[config.mk]
export PLATFORM = sky130hd
export DESIGN_NAME = memory_instr_issuer
export DESIGN_NICKNAME = d
export VERILOG_FILES = /design/src/rtl/memory_instr_issuer.sv
export SDC_FILE = /design/constraint.sdc
export NUM_CORES = 1
export LEC_CHECK = 0
export ABC_CLOCK_PERIOD_IN_PS = 19300
export CAP_MARGIN = 25
export CORE_MARGIN = 1.5
export CORE_UTILIZATION = 67
export DETAILED_ROUTE_END_ITERATION = 8
export DONT_BUFFER_PORTS = 1
export GPL_ROUTABILITY_DRIVEN = 0
export PLACE_DENSITY = 0.86
export RECOVER_POWER = 50
export SLEW_MARGIN = 10
export SYNTH_ARGS = -nofsm -noshare
export SYNTH_HDL_FRONTEND = slang
export SYNTH_SLANG_ARGS = --single-unit
[constraint.sdc]
create_clock -name clk_in -period 19.3 [get_ports clk_in]
set_clock_uncertainty 0.05 [all_clocks]
set_input_delay 5.79 -clock clk_in [delete_from_list [all_inputs] [get_ports clk_in]]
set_output_delay 5.79 -clock clk_in [all_outputs]
set_load 0.005 [all_outputs]
[src/rtl/memory_instr_issuer.sv]
// memory_instr_issuer: fetches program words, runs scalar control ops and forwards memory ops to `memory`.
module memory_instr_issuer #(
    parameter int INSTRUCTION_WIDTH = 32,
    parameter int PROGRAM_DEPTH     = 256,
    parameter int REG_WIDTH         = 16,
    parameter int MEM_STALL         = 0,
    localparam int PC_WIDTH         = $clog2(PROGRAM_DEPTH)
) (
    input  logic                         clk_in,
    input  logic                         rst_in,
    input  logic                         start_in,
    output logic [PC_WIDTH-1:0]          prog_addr_out,
    input  logic [INSTRUCTION_WIDTH-1:0] prog_data_in,
    output logic [INSTRUCTION_WIDTH-1:0] instr_out,
    output logic                         instr_valid_out,
    output logic                         busy_out,
    output logic                         done_out
);
    localparam int SW = MEM_STALL > 0 ? $clog2(MEM_STALL + 1) : 1;
    localparam logic [3:0] OP_END  = 4'b0001;
    localparam logic [3:0] OP_XOR  = 4'b0010;
    localparam logic [3:0] OP_ADDI = 4'b0011;
    localparam logic [3:0] OP_BGE  = 4'b0100;
    localparam logic [3:0] OP_JUMP = 4'b0101;

    typedef enum logic [2:0] {IDLE, F0, F1, F2, EX, STALL, DONE} state_t;

    state_t                         state_q, state_d;
    logic [PC_WIDTH-1:0]            pc_q, pc_d;
    logic                           cmp_q, cmp_d;
    logic [REG_WIDTH-1:0]           regs_q [16];
    logic [REG_WIDTH-1:0]           regs_d [16];
    logic [31:4]                    ir_q, ir_d;
    logic [INSTRUCTION_WIDTH-1:0]   instr_q, instr_d;
    logic                           valid_q, valid_d;
    logic [SW-1:0]                  cnt_q, cnt_d;
    logic [3:0]                     op, ra, rb;
    logic [15:0]                    imm;
    logic                           launch;

    function automatic logic is_mem(input logic [3:0] o);
        return o inside {4'b0110, 4'b0111, 4'b1110, 4'b1010, 4'b1100};
    endfunction

    assign op     = ir_q[31:28];
    assign ra     = ir_q[27:24];
    assign imm    = ir_q[23:8];
    assign rb     = ir_q[7:4];
    assign launch = (state_q == IDLE || state_q == DONE) && start_in;

    always_ff @(posedge clk_in or posedge rst_in) begin
        if (rst_in) begin
            state_q <= IDLE;
            pc_q    <= '0;
            cmp_q   <= 1'b0;
            regs_q  <= '{default: '0};
            ir_q    <= '0;
            instr_q <= '0;
            valid_q <= 1'b0;
            cnt_q   <= '0;
        end else begin
            state_q <= state_d;
            pc_q    <= pc_d;
            cmp_q   <= cmp_d;
            regs_q  <= regs_d;
            ir_q    <= ir_d;
            instr_q <= instr_d;
            valid_q <= valid_d;
            cnt_q   <= cnt_d;
        end
    end

    always_comb begin
        state_d = state_q;
        case (state_q)
            IDLE, DONE: state_d = start_in ? F0 : state_q;
            F0:         state_d = F1;
            F1:         state_d = F2;
            F2:         state_d = EX;
            EX:         state_d = op == OP_END ? DONE : (is_mem(op) && MEM_STALL > 0) ? STALL : F0;
            STALL:      state_d = cnt_q == '0 ? F0 : STALL;
            default:    state_d = IDLE;
        endcase
    end

    // The output register loads at the F2->EX edge so the pulse lines up exactly with EX.
    always_comb begin
        pc_d    = launch ? '0 : pc_q;
        cmp_d   = launch ? 1'b0 : cmp_q;
        regs_d  = regs_q;
        ir_d    = state_q == F2 ? prog_data_in[31:4] : ir_q;
        valid_d = state_q == F2 && is_mem(prog_data_in[31:28]);
        instr_d = valid_d ? prog_data_in : instr_q;
        cnt_d   = state_q == STALL ? cnt_q - SW'(1) : cnt_q;
        if (state_q == EX) begin
            pc_d  = pc_q + PC_WIDTH'(1);
            cnt_d = SW'(MEM_STALL - 1);
            case (op)
                OP_XOR:  regs_d[ra] = regs_q[ra] ^ regs_q[rb];
                OP_ADDI: regs_d[ra] = regs_q[rb] + REG_WIDTH'(imm);
                OP_BGE:  cmp_d = regs_q[ra] >= regs_q[rb];
                OP_JUMP: pc_d = cmp_q ? imm[PC_WIDTH-1:0] : pc_d;
                default: ;
            endcase
        end
    end

    always_comb begin
        prog_addr_out   = pc_q;
        instr_out       = instr_q;
        instr_valid_out = valid_q;
        busy_out        = !(state_q == IDLE || state_q == DONE);
        done_out        = state_q == DONE;
    end
endmodule

# Word-level counts from Yosys, hierarchy flattened
# Cells that the tools add are included.
# Widths: inputs -> output; s select.
# word_totals
inputBits	35
regBits	330
output_inout_bits	43
# op_classes
mux	24
n_eq_ne	17
reduce_logical	12
order_cmp	4
n_addsub	3
n_bitwise	3
# op_table
operator	n
$bwmux 256	2
$pmux 256 s2	1
$bmux 16 s4	2
$mux 16	5
$demux 16 s4	1
$mux 8	4
$pmux 3 s6	1
$add 16x16->16	1
$eq 4x3->1 const B	4
$ge 16x16->1	1
$xor 16x16->16	1
$eq 4x4->1 const B	3
$ge 5x5->1 const B	2
$not 4->5	2
$eq 3x3->1 const B	3
$mux 3	3
$add 8x1->8 const B	1
$eq 4x2->1 const B	2
$eq 3x2->1 const B	2
$reduce_bool 2->1	3
$lt 5x1->1 const B	1
$mux 1	5
$reduce_bool 5->1	1
$eq 4x1->1 const B	1
other kinds (9)	11

# Logic depth before layout (Yosys ltp)
# Gate-level depths: netlist of run 1.
# depth
word_depth	7
ltp_mapped	14
depth_no_buf	11

# Worst setup path before layout of run 1
# No wires, ideal clock.
# synth_path
path_kind	input-to-reg
startpoint	in prog_data_in[31]
endpoint	reg instr_q[10] (netlist: instr_out[10])
setup_ps	65
arrival_time_ps	6740
path_stages	7
n_path_buf	2
path_slack_ps	12444
required_time_ps	19185
cell_sequence	nand3b_1 -> a21o_1 -> clkbuf_1 -> inv_1 -> clkbuf_1 -> nand2_1 -> nand2_1
# synth_via
elab_chain_len	3
word_cells_on_any_way	7
cone_classes	eq/ne: 5; reduce/logical: 2
# synth_rtl
item	line_no	source
start, declared	13	input logic [INSTRUCTION_WIDTH-1:0] prog_data_in,
$eq 4x3->1 or $eq 4x4->1 (tied branches)	42	return o inside {4'b0110, 4'b0111, 4'b1110, 4'b1010, 4'b1100};
$reduce_bool 5->1 (*)	42	
$logic_and 1x1->1 (*)	92	valid_d = state_q == F2 && is_mem(prog_data_in[31:28]);
end signal, assigned	67	instr_q <= instr_d;
end, declared	34	logic [INSTRUCTION_WIDTH-1:0] instr_q, instr_d;
# Mark *: on every way between the ends. The rest lies on a longest branch, timed or not.
# A chain may end at the register's enable or synchronous reset.

# Worst setup path after layout of run 1
# layout_path
startpoint	reg ir_q[4] in the netlist's numbering
endpoint	reg regs_q[239] in the netlist's numbering
# layout_via
elab_chain_len	7
word_cells_on_any_way	9
cone_classes	add/sub: 1; mux: 6; bitwise: 2
# layout_rtl
item	line_no	source
start, declared	33	logic [31:4] ir_q, ir_d;
start signal, assigned	66	ir_q <= ir_d;
$not 4->5 (implied by the code) (*)	99, 100	
$bmux 16 s4 (*)	99, 100	
$mux 16 (implied by the code) (*) (2 in a row)	99, 100	
$add 16x16->16 or $xor 16x16->16 (tied branches)	100, 99	
$bwmux 256, on equally long branches	100, 99	
$pmux 256 s2 (*)	98	case (op)
end signal, assigned	65	regs_q <= regs_d;
end, declared	31	logic [REG_WIDTH-1:0] regs_q [16];
# Mark *: on every way between the ends. The rest lies on a longest branch, timed or not. The select of a mux whose other input is x is not followed.

==> impl_metrics.tcl, run 1 <==
set metrics [dict create \
    timing.rr.start "ir_q[4]$_DFFE_PP0P_" \
    drt_drc_violations_left 0 \
    fin_util_pct 74.1 \
    critical_path.max_fanout 42 \
    seq_area_frac_synth_pct 47.6 \
    io_buffers 0 \
    dieWidth_um 164 \
    instances_no_fill 1865 \
    die_h_um 164 \
    power_density_nw_per_um2 124 \
    cp_common_cell "o21ai_0" \
    synth_top_area_share_pct 47.6 \
    syn_area_um2 17300 \
    endpoint_kind "register" \
    rows 58 \
    hold_path_depth 2 \
    hp-start "instr_out[14]$_DFFE_PP0P_" \
    synth_cell_types 61 \
    n_fill_cell 1404 \
    dr.pass1.iters 6 \
    post_cts_buffers 0 \
    grt_first_pass_wirelength_mm 74.1 \
    place_inst 1790 \
    dieArea_um2 26900 \
    cp-endpoint "regs_q[239]$_DFFE_PP0P_" \
    clock_latency_ns 0.53 \
    power_leakage_uw 0.00814 \
    worst-path-buf-inv 1 \
    vias 13500 \
    period_minus_slack_ns 9.57 \
    viasPerCell 7.21 \
    drive_gt1_share_pct 19.1 \
    critPathLaunchType "register" \
    drt_iter0_markers 2045 \
    synthTopCellsByArea "dfrtp_1 48%, mux4_2 21%, nand2_1 7.4%, o21ai_1 5.9%, ha_1 2.3%" \
    max_freq_mhz 105 \
    grt_pass1_vias 14000 \
    total_power_uw 2310 \
    cts_root_buf "clkbuf_16" \
    cts_buffers 35 \
    fin_tns_setup_ns 0 \
    most-common-layout-cells "342 x nand2_1, 327 x dfrtp_1, 202 x o21ai_0, 158 x mux4_2, 69 x nor2_1" \
    finalCritPeriodShare_pct 49.6 \
    cts_sinks 330 \
    slowest_delay_ns 2.68 \
    rsz0062_at_grt "false" \
    cts_tree "done" \
    syn_nets 1618 \
    slew_viol_final 168 \
    syn_to_final_growth_pct 7.95 \
    drv_cap 7 \
    track_usage_pct 36.2 \
    path_depth 11 \
    synth_warnings 0 \
    ant_nets 0 \
    tightest_slew_ns 3.70 \
    reg2reg_setup_slack_ns 9.73 \
    wirelength_mm 47.6 \
    ctsHtreeMaxLevel 2 \
    cpMaxStageDelayCell "clkbuf_1" \
    hold_viol 0 \
    hp-class "reg -> reg" \
    ctsResizeCount 0 \
    critPathTopFamily "compound AO/OA/AOI/OAI gates" \
    clkTransAtPathRegs_ns 0.06 \
    coreArea_um2 25300 \
    slew_headroom_pct -147 \
    max-clock-path-buffers 3 \
    grt-ovfl-total 0 \
    timing.rr.end "regs_q[239]$_DFFE_PP0P_" \
    path_cells "clkbuf_1 > mux4_2 > mux4_2 > ha_1 > o211ai_1 > o211ai_1 > a31oi_1 > o21ai_0 > xnor2_1 > o21ai_0 > o21ai_0" \
    synth_edf_count 0 \
    ys_seq_elements 330 \
    grt_max_degree 146 \
    arrival_ns 9.77 \
    worst_slack_ns 9.73 \
    setup_violations 0 \
    io_pins 78 \
    startpoint "ir_q[4]$_DFFE_PP0P_" \
    violations "max-capacitance violations, max-slew violations" \
    yosys_most_used_dff "dfrtp_1" \
    final_nets 1577 \
    pre_cts_slack_ns 11.28 \
    post-dp-hpwl_mm 29.2 \
    status "finished, violations left" \
    cts-hold-fix-buffers 0 \
    syn_area_per_cell_um2 11.2 \
    initial_core_util_pct 68.7 \
    wire_per_inst_um 25.5 \
    diodes 0 \
    final_common_cell "nand2_1" \
    syn_inst 1550 \
    antenna_found_initial 0 \
    crit_type "reg -> reg" \
    peakVddDrop_uv 129 \
    crit_required_ns 19.51 \
    reg2reg_depth 11 \
    synth.largest_area_cell "dfrtp_1" \
    synth-async-reset-ratio_pct 100 \
]
==> registers in the layout (all words and copies together) (netlist names) <==
name	count
state_q	3
cnt_q	1
prog_addr_out	8
instr_out	32
ir_q	28
regs_q	256
instr_valid_out	1
cmp_q	1
==> synthesized netlist by cell type (all sizes together), types with 2 or more instances <==
library cell	count
mux2i	6
or2	2
a31oi	5
xor2	4
a21o	12
o211ai	3
nand2b	8
a211oi	3
inv	29
and3	5
and2b	2
nor4	2
a211o	2
o21ai	250
nand3	12
ha	32
nor2b	5
buf	42
clkbuf	71
nand2	349
o22ai	3
nor3b	5
dfrtp	330
nand4	4
nor3	11
and2	4
o21bai	2
a221oi	2
o31a	2
xnor2	8
nor2	70
mux4	159
a21oi	64
mux2	29
or4	2
o21a	3
==> layer usage <==
metal,up-vias,part of all wire (%),global-route usage [%]
met5,-,0,0
met2,1109,48,57.9
li1,5486,-,-
met1,6579,34,44.6
met4,0,5.3,20.9
met3,276,12,9.97
==> tightest hold or removal path: cells and delay by family (launching register included) <==
family,cells,cell delay (ns)
DFF,1,0.36
and+or+nand+nor,2,0.12
==> logic make-up after synthesis <==
| family | after synthesis | synth area share (%) |
|---|---|---|
| xor+xnor | 12 | 0.649 |
| mux | 194 | 22.9 |
| buf+inv | 142 | 3.62 |
| simple gates | 483 | 11.6 |
| flops | 330 | 47.6 |
| compound gates | 356 | 11.2 |
| fa+ha+maj | 33 | 2.42 |
==> where the power goes <==
part | switching, uW | internal, uW
clock network | 278 | 417
registers | 148 | 787
logic | 392 | 291
==> through the flow <==
stage	hold WS, ns	cell area, um^2
finish	0.450	18700
global route	0.480	18700
CTS	0.452	18600
detailed placement	0.440	17500
global placement	0.425	17400
floorplan	0.410	17300
==> how the worst min path moves through the flow <==
stage                                            to  slack [ns]
after floorplan             regs_q[118]$_DFFE_PP0P_        0.41
after global placement      regs_q[132]$_DFFE_PP0P_        0.42
after detailed placement    regs_q[111]$_DFFE_PP0P_        0.44
after CTS                   regs_q[111]$_DFFE_PP0P_        0.45
after global routing        regs_q[244]$_DFFE_PP0P_        0.48
final                     instr_out[14]$_DFFE_PP0P_        0.45
==> layout make-up <==
type	count	area (um^2)	area share, %
clock buffer	51	1010	5.37
sequential	330	8260	44.1
timing repair buffer	35	318	1.70
clock inverter	12	171	0.916
tap	330	413	2.21
multi-input combinational	1078	8440	45.1
inverter	29	110	0.588
Power figures use the tool's default switching activity.
==> run 2, diff against run 1 <==
Settings changed: ABC_CLOCK_PERIOD_IN_PS 19300 to 7950, CORE_UTILIZATION 67 to 58, PLACE_DENSITY 0.86 to 0.79.
Clock period 19.3 ns to 7.95 ns, I/O delays scaled along.
==> run 2 against run 1 <==
  * The run still ends with max-capacitance violations, max-slew violations left
  * Cell area is 0.68% higher
  * Sequential share of layout area is 0.28 points lower
  * Die area up 15%
  * Critical path type unchanged
  * Largest cell class unchanged
  * Highest routed layer unchanged
==> impl_metrics.tcl, run 2 (same netlist as run 1, synthesis figures left out) <==
set metrics [dict create \
    status "finished, violations left" \
    violations "max-capacitance violations, max-slew violations" \
    finalCritPeriodShare_pct 66.2 \
    post-dp-hpwl_mm 28.0 \
    peakVddDrop_uv 220 \
    rsz0062_at_grt "false" \
    post_cts_buffers 0 \
    cts-hold-fix-buffers 0 \
    dieWidth_um 176 \
    wirelength_mm 45.0 \
    hp-class "reg -> reg" \
    ctsHtreeMaxLevel 2 \
    place_inst 1852 \
    final_nets 1577 \
    drv_cap 2 \
    dieArea_um2 30900 \
    grt_max_degree 182 \
    dr.pass1.iters 5 \
    coreArea_um2 29600 \
    top_register "regs_q" \
    critPathLaunchType "register" \
    tightest_slew_ns 1.57 \
    cts_buffers 35 \
    rows 63 \
    slew_headroom_pct -4.98 \
    largest_reg_flops 256 \
    path_cells "buf_4 > mux4_2 > mux4_2 > ha_1 > o211ai_1 > o211ai_1 > a21boi_2 > nor3_1 > or4_1 > a31oi_2 > a31oi_1" \
    max_freq_mhz 190 \
    cpMaxStageDelayCell "dfrtp_4" \
    most-common-layout-cells "341 x nand2_1, 326 x dfrtp_1, 197 x o21ai_1, 158 x mux4_2, 69 x nor2_1" \
    setup_violations 0 \
    critical_path.max_fanout 42 \
    viasPerCell 6.70 \
    final_common_cell "nand2_1" \
    drt_drc_violations_left 0 \
    slowest_delay_ns 1.03 \
    fin_tns_setup_ns 0 \
    power_density_nw_per_um2 301 \
    io_buffers 0 \
    ant_nets 0 \
    drive_gt1_share_pct 20.1 \
    worst_slack_ns 2.68 \
    clkTransAtPathRegs_ns 0.06 \
    crit_type "reg -> reg" \
    initial_core_util_pct 58.7 \
    vias 12900 \
    die_h_um 176 \
    io_pins 78 \
    cts_sinks 330 \
    hold_viol 0 \
    cts_root_buf "clkbuf_16" \
    syn_to_final_growth_pct 8.69 \
    reg2reg_setup_slack_ns 2.68 \
    period_minus_slack_ns 5.27 \
    cts_tree "done" \
    instances_no_fill 1924 \
    slew_viol_final 66 \
    antenna_found_initial 0 \
    drt_iter0_markers 1284 \
    ctsResizeCount 0 \
    track_usage_pct 30.1 \
    wire_per_inst_um 23.4 \
    diodes 0 \
    power_leakage_uw 0.00808 \
    clock_latency_ns 0.52 \
    arrival_ns 5.56 \
    max-clock-path-buffers 3 \
    pre_cts_slack_ns 2.70 \
    grt-ovfl-total 0 \
    grt_pass1_vias 13000 \
    grt_first_pass_wirelength_mm 71.5 \
    crit_required_ns 8.25 \
    n_fill_cell 2071 \
    endpoint_kind "register" \
]
[run 2: cell count changes in the layout (fill, tap and decap cells not counted), moves of 2 or more]
cell	delta
buf_16	-4
buf_12	+2
clkbuf_16	+2
o21ai_1	+159
clkbuf_8	-2
clkbuf_1	-12
o21ai_0	-160
buf_4	+15
inv_6	-3
[run 2: cell type report]
cell class / instances / area (um^2) / share of cell area (%)
multi-input cells: 1078 / 8460 / 44.9
flip-flops and latches: 330 / 8270 / 43.9
clock buffers: 51 / 1030 / 5.46
well taps: 390 / 488 / 2.59
repair buffers: 35 / 300 / 1.59
clock inverters: 11 / 194 / 1.03
inverters: 29 / 110 / 0.584
[run 2: worst paths after layout]
check | start | endpoint | cells after the start
setup / recovery | ir_q[4]$_DFFE_PP0P_ | regs_q[253]$_DFFE_PP0P_ | 11
hold / removal | instr_out[12]$_DFFE_PP0P_ | instr_out[12]$_DFFE_PP0P_ | 2
setup reg to reg | ir_q[4]$_DFFE_PP0P_ | regs_q[253]$_DFFE_PP0P_ | 11
hold reg to reg | instr_out[12]$_DFFE_PP0P_ | instr_out[12]$_DFFE_PP0P_ | 2
max in group asynchronous | rst_in | regs_q[59]$_DFFE_PP0P_ | 2
min in group asynchronous | rst_in | regs_q[165]$_DFFE_PP0P_ | 1
[run 2: stage by stage]
stage	hold slack, ns	cell area [um^2]	utilization, %	total power (uW)
floorplan	0.410	17300	-	3500
global placement	0.424	17500	59.2	3850
detailed placement	0.439	17500	59.3	3910
CTS	0.454	18800	63.5	5650
global route	0.463	18800	63.8	5920
finish	0.449	18800	63.8	5670
[run 2: where the power goes]
group	internal [uW]	switching, uW	total [uW]	leakage, uW
Combinational	722	889	1610	0.00300
Clock	1060	675	1740	0.000596
Sequential	1910	413	2320	0.00448
[run 2: critical path, delay by kind of cell, from the launching register on]
kind,cells,cell delay [ns]
AOI/OAI and AO/OA,5,1.49
muxes,2,1.09
DFF,1,1.03
buffers and inverters,1,0.55
and+or+nand+nor,2,0.51
adders and majority gates,1,0.36
[run 2: metal layers]
layer | vias up | wire [um] | global-route usage [%]
met5 | - | 0 | 0
met4 | 0 | 1950 | 14.0
met3 | 150 | 4220 | 5.80
met2 | 772 | 21800 | 48.3
met1 | 6467 | 17100 | 39.9
li1 | 5507 | - | -
==> run 3, diff against run 2 <==
Settings changed: ABC_CLOCK_PERIOD_IN_PS 7950 to 5120, CORE_UTILIZATION 58 to 64, PLACE_DENSITY 0.79 to 0.83.
Clock period 7.95 ns to 5.12 ns, I/O delays scaled along.
==> run 3 against run 2 <==
  * The flow still finishes with violations (max-capacitance violations, max-slew violations)
  * Final cell count shrank 1.7%
  * Register-to-register slack lost 2.0 ns
  * Global-route usage grew 4.3 points
  * Combinational power rose by 65%
  * Sequential share of layout area about the same
  * Sequential power is 53% higher
  * Utilization is 6.6 points higher
  * Critical path depth unchanged
  * Cell area hardly changed
  * Sequential cell count stayed put
  * Maximum frequency grew 19%
  * Critical endpoint is now regs_q[29]$_DFFE_PP0P_
==> impl_metrics.tcl, run 3 (same netlist as run 1, synthesis figures left out) <==
set metrics [dict create \
    holdWs_ns 0.448 \
    io_pins 78 \
    setup_violations 0 \
    peakVddDrop_uv 274 \
    ctsHtreeMaxLevel 2 \
    wirelength_mm 46.7 \
    hp-class "reg -> reg" \
    timing.rr.end "regs_q[29]$_DFFE_PP0P_" \
    io_buffers 0 \
    total_power_uw 8870 \
    fin_util_pct 70.4 \
    period_minus_slack_ns 4.41 \
    worst_slack_ns 0.707 \
    wl_met3_mm 5.32 \
    ctsResizeCount 0 \
    cts_sinks 330 \
    post_cts_buffers 0 \
    max-clock-path-buffers 3 \
    hold_viol 0 \
    most-common-layout-cells "342 x nand2_1, 326 x dfrtp_1, 197 x o21ai_1, 158 x mux4_2, 69 x nor2_1" \
    drt_drc_violations_left 0 \
    m1WireLength_mm 16.7 \
    arrival_ns 4.71 \
    drive_gt1_share_pct 21.1 \
    reg2reg_depth 11 \
    track_usage_pct 34.3 \
    initial_core_util_pct 64.7 \
    die_h_um 168 \
    rsz0062_at_grt "false" \
    max_freq_mhz 227 \
    hold_end "instr_out[12]$_DFFE_PP0P_" \
    final_common_cell "nand2_1" \
    dieArea_um2 28100 \
    grt_first_pass_wirelength_mm 73.9 \
    crit_required_ns 5.42 \
    largest_reg_flops 256 \
    antenna_found_initial 0 \
    vias 13200 \
    hold_path_depth 2 \
    met2_length_mm 22.1 \
    final_nets 1593 \
    grt_pass1_vias 13400 \
    cts_tree "done" \
    cts-hold-fix-buffers 0 \
    viasPerCell 7.00 \
    timing.rr.start "ir_q[4]$_DFFE_PP0P_" \
    reg2reg_setup_slack_ns 0.71 \
    slew_viol_final 289 \
    clkTransAtPathRegs_ns 0.06 \
    post-dp-hpwl_mm 28.8 \
    dieWidth_um 168 \
    cts_root_buf "clkbuf_16" \
    status "finished, violations left" \
    grt-ovfl-total 0 \
    critPathLaunchType "register" \
    pre_cts_slack_ns 0.816 \
    clock_latency_ns 0.52 \
    violations "max-capacitance violations, max-slew violations" \
    finalCritPeriodShare_pct 86.2 \
    drt_iter0_markers 1593 \
    power_leakage_uw 0.00814 \
    wire_per_inst_um 24.7 \
    rows 60 \
    ant_nets 0 \
    diodes 0 \
    drv_cap 4 \
    top_register "regs_q" \
    dr.pass1.iters 6 \
    syn_to_final_growth_pct 8.75 \
    endpoint_kind "register" \
    cts_buffers 35 \
    crit_type "reg -> reg" \
    slew_headroom_pct -56.1 \
    critical_path.max_fanout 24 \
    grt_max_degree 96 \
    power_density_nw_per_um2 470 \
    tightest_slew_ns 2.34 \
    coreArea_um2 26800 \
    top_layer_used "met4" \
    hp-start "instr_out[12]$_DFFE_PP0P_" \
]
==> run 3: worst max path at each step <==
stage | startpoint | endpoint | depth (start not counted)
after floorplan | rst_in | cmp_q$_DFF_PP0_ | 1
after global placement | ir_q[4]$_DFFE_PP0P_ | regs_q[61]$_DFFE_PP0P_ | 12
after detailed placement | ir_q[4]$_DFFE_PP0P_ | regs_q[125]$_DFFE_PP0P_ | 12
after CTS | ir_q[4]$_DFFE_PP0P_ | regs_q[125]$_DFFE_PP0P_ | 11
after global routing | rst_in | ir_q[24]$_DFFE_PP0P_ | 2
final | ir_q[4]$_DFFE_PP0P_ | regs_q[29]$_DFFE_PP0P_ | 11
==> run 3: final cells by class <==
type                    instances  area, um^2
clock inverters                17         195
flip-flops and latches        330        8270
inverters                      29         110
multi-input cells            1078        8460
clock buffers                  45        1010
well taps                     341         427
fillers                      1648        7940
repair buffers                 51         397
==> run 3: worst max-delay path, cell delays in order, from the launching register on <==
cell	delay (ns)
dfrtp_4	0.74
mux4_4	0.70
mux4_2	0.52
ha_1	0.32
a211oi_1	0.34
o211ai_1	0.27
a21boi_2	0.28
nor3_1	0.09
or4_1	0.42
a31oi_2	0.15
buf_4	0.23
a21oi_1	0.11
==> run 3: power by group <==
group / total (uW) / internal [uW] / switching, uW
clock network: 2660 / 1590 / 1060
logic: 2650 / 1180 / 1470
registers: 3560 / 2970 / 588
==> run 3: per-layer routing <==
layer	GRT usage [%]	vias up
li1	-	5551
met1	44.2	6556
met2	54.6	933
met3	8.32	205
met4	18.3	0
met5	0	-
==> run 3: through the flow <==
step                      setup TNS (ns)  cells  instance area, um^2
after floorplan                  -287.98   1550                17300
after global placement                 0   1826                17700
after detailed placement               0   1829                17700
after CTS                              0   1891                18900
after global routing                   0   1891                18900
final                                  0   1891                18900
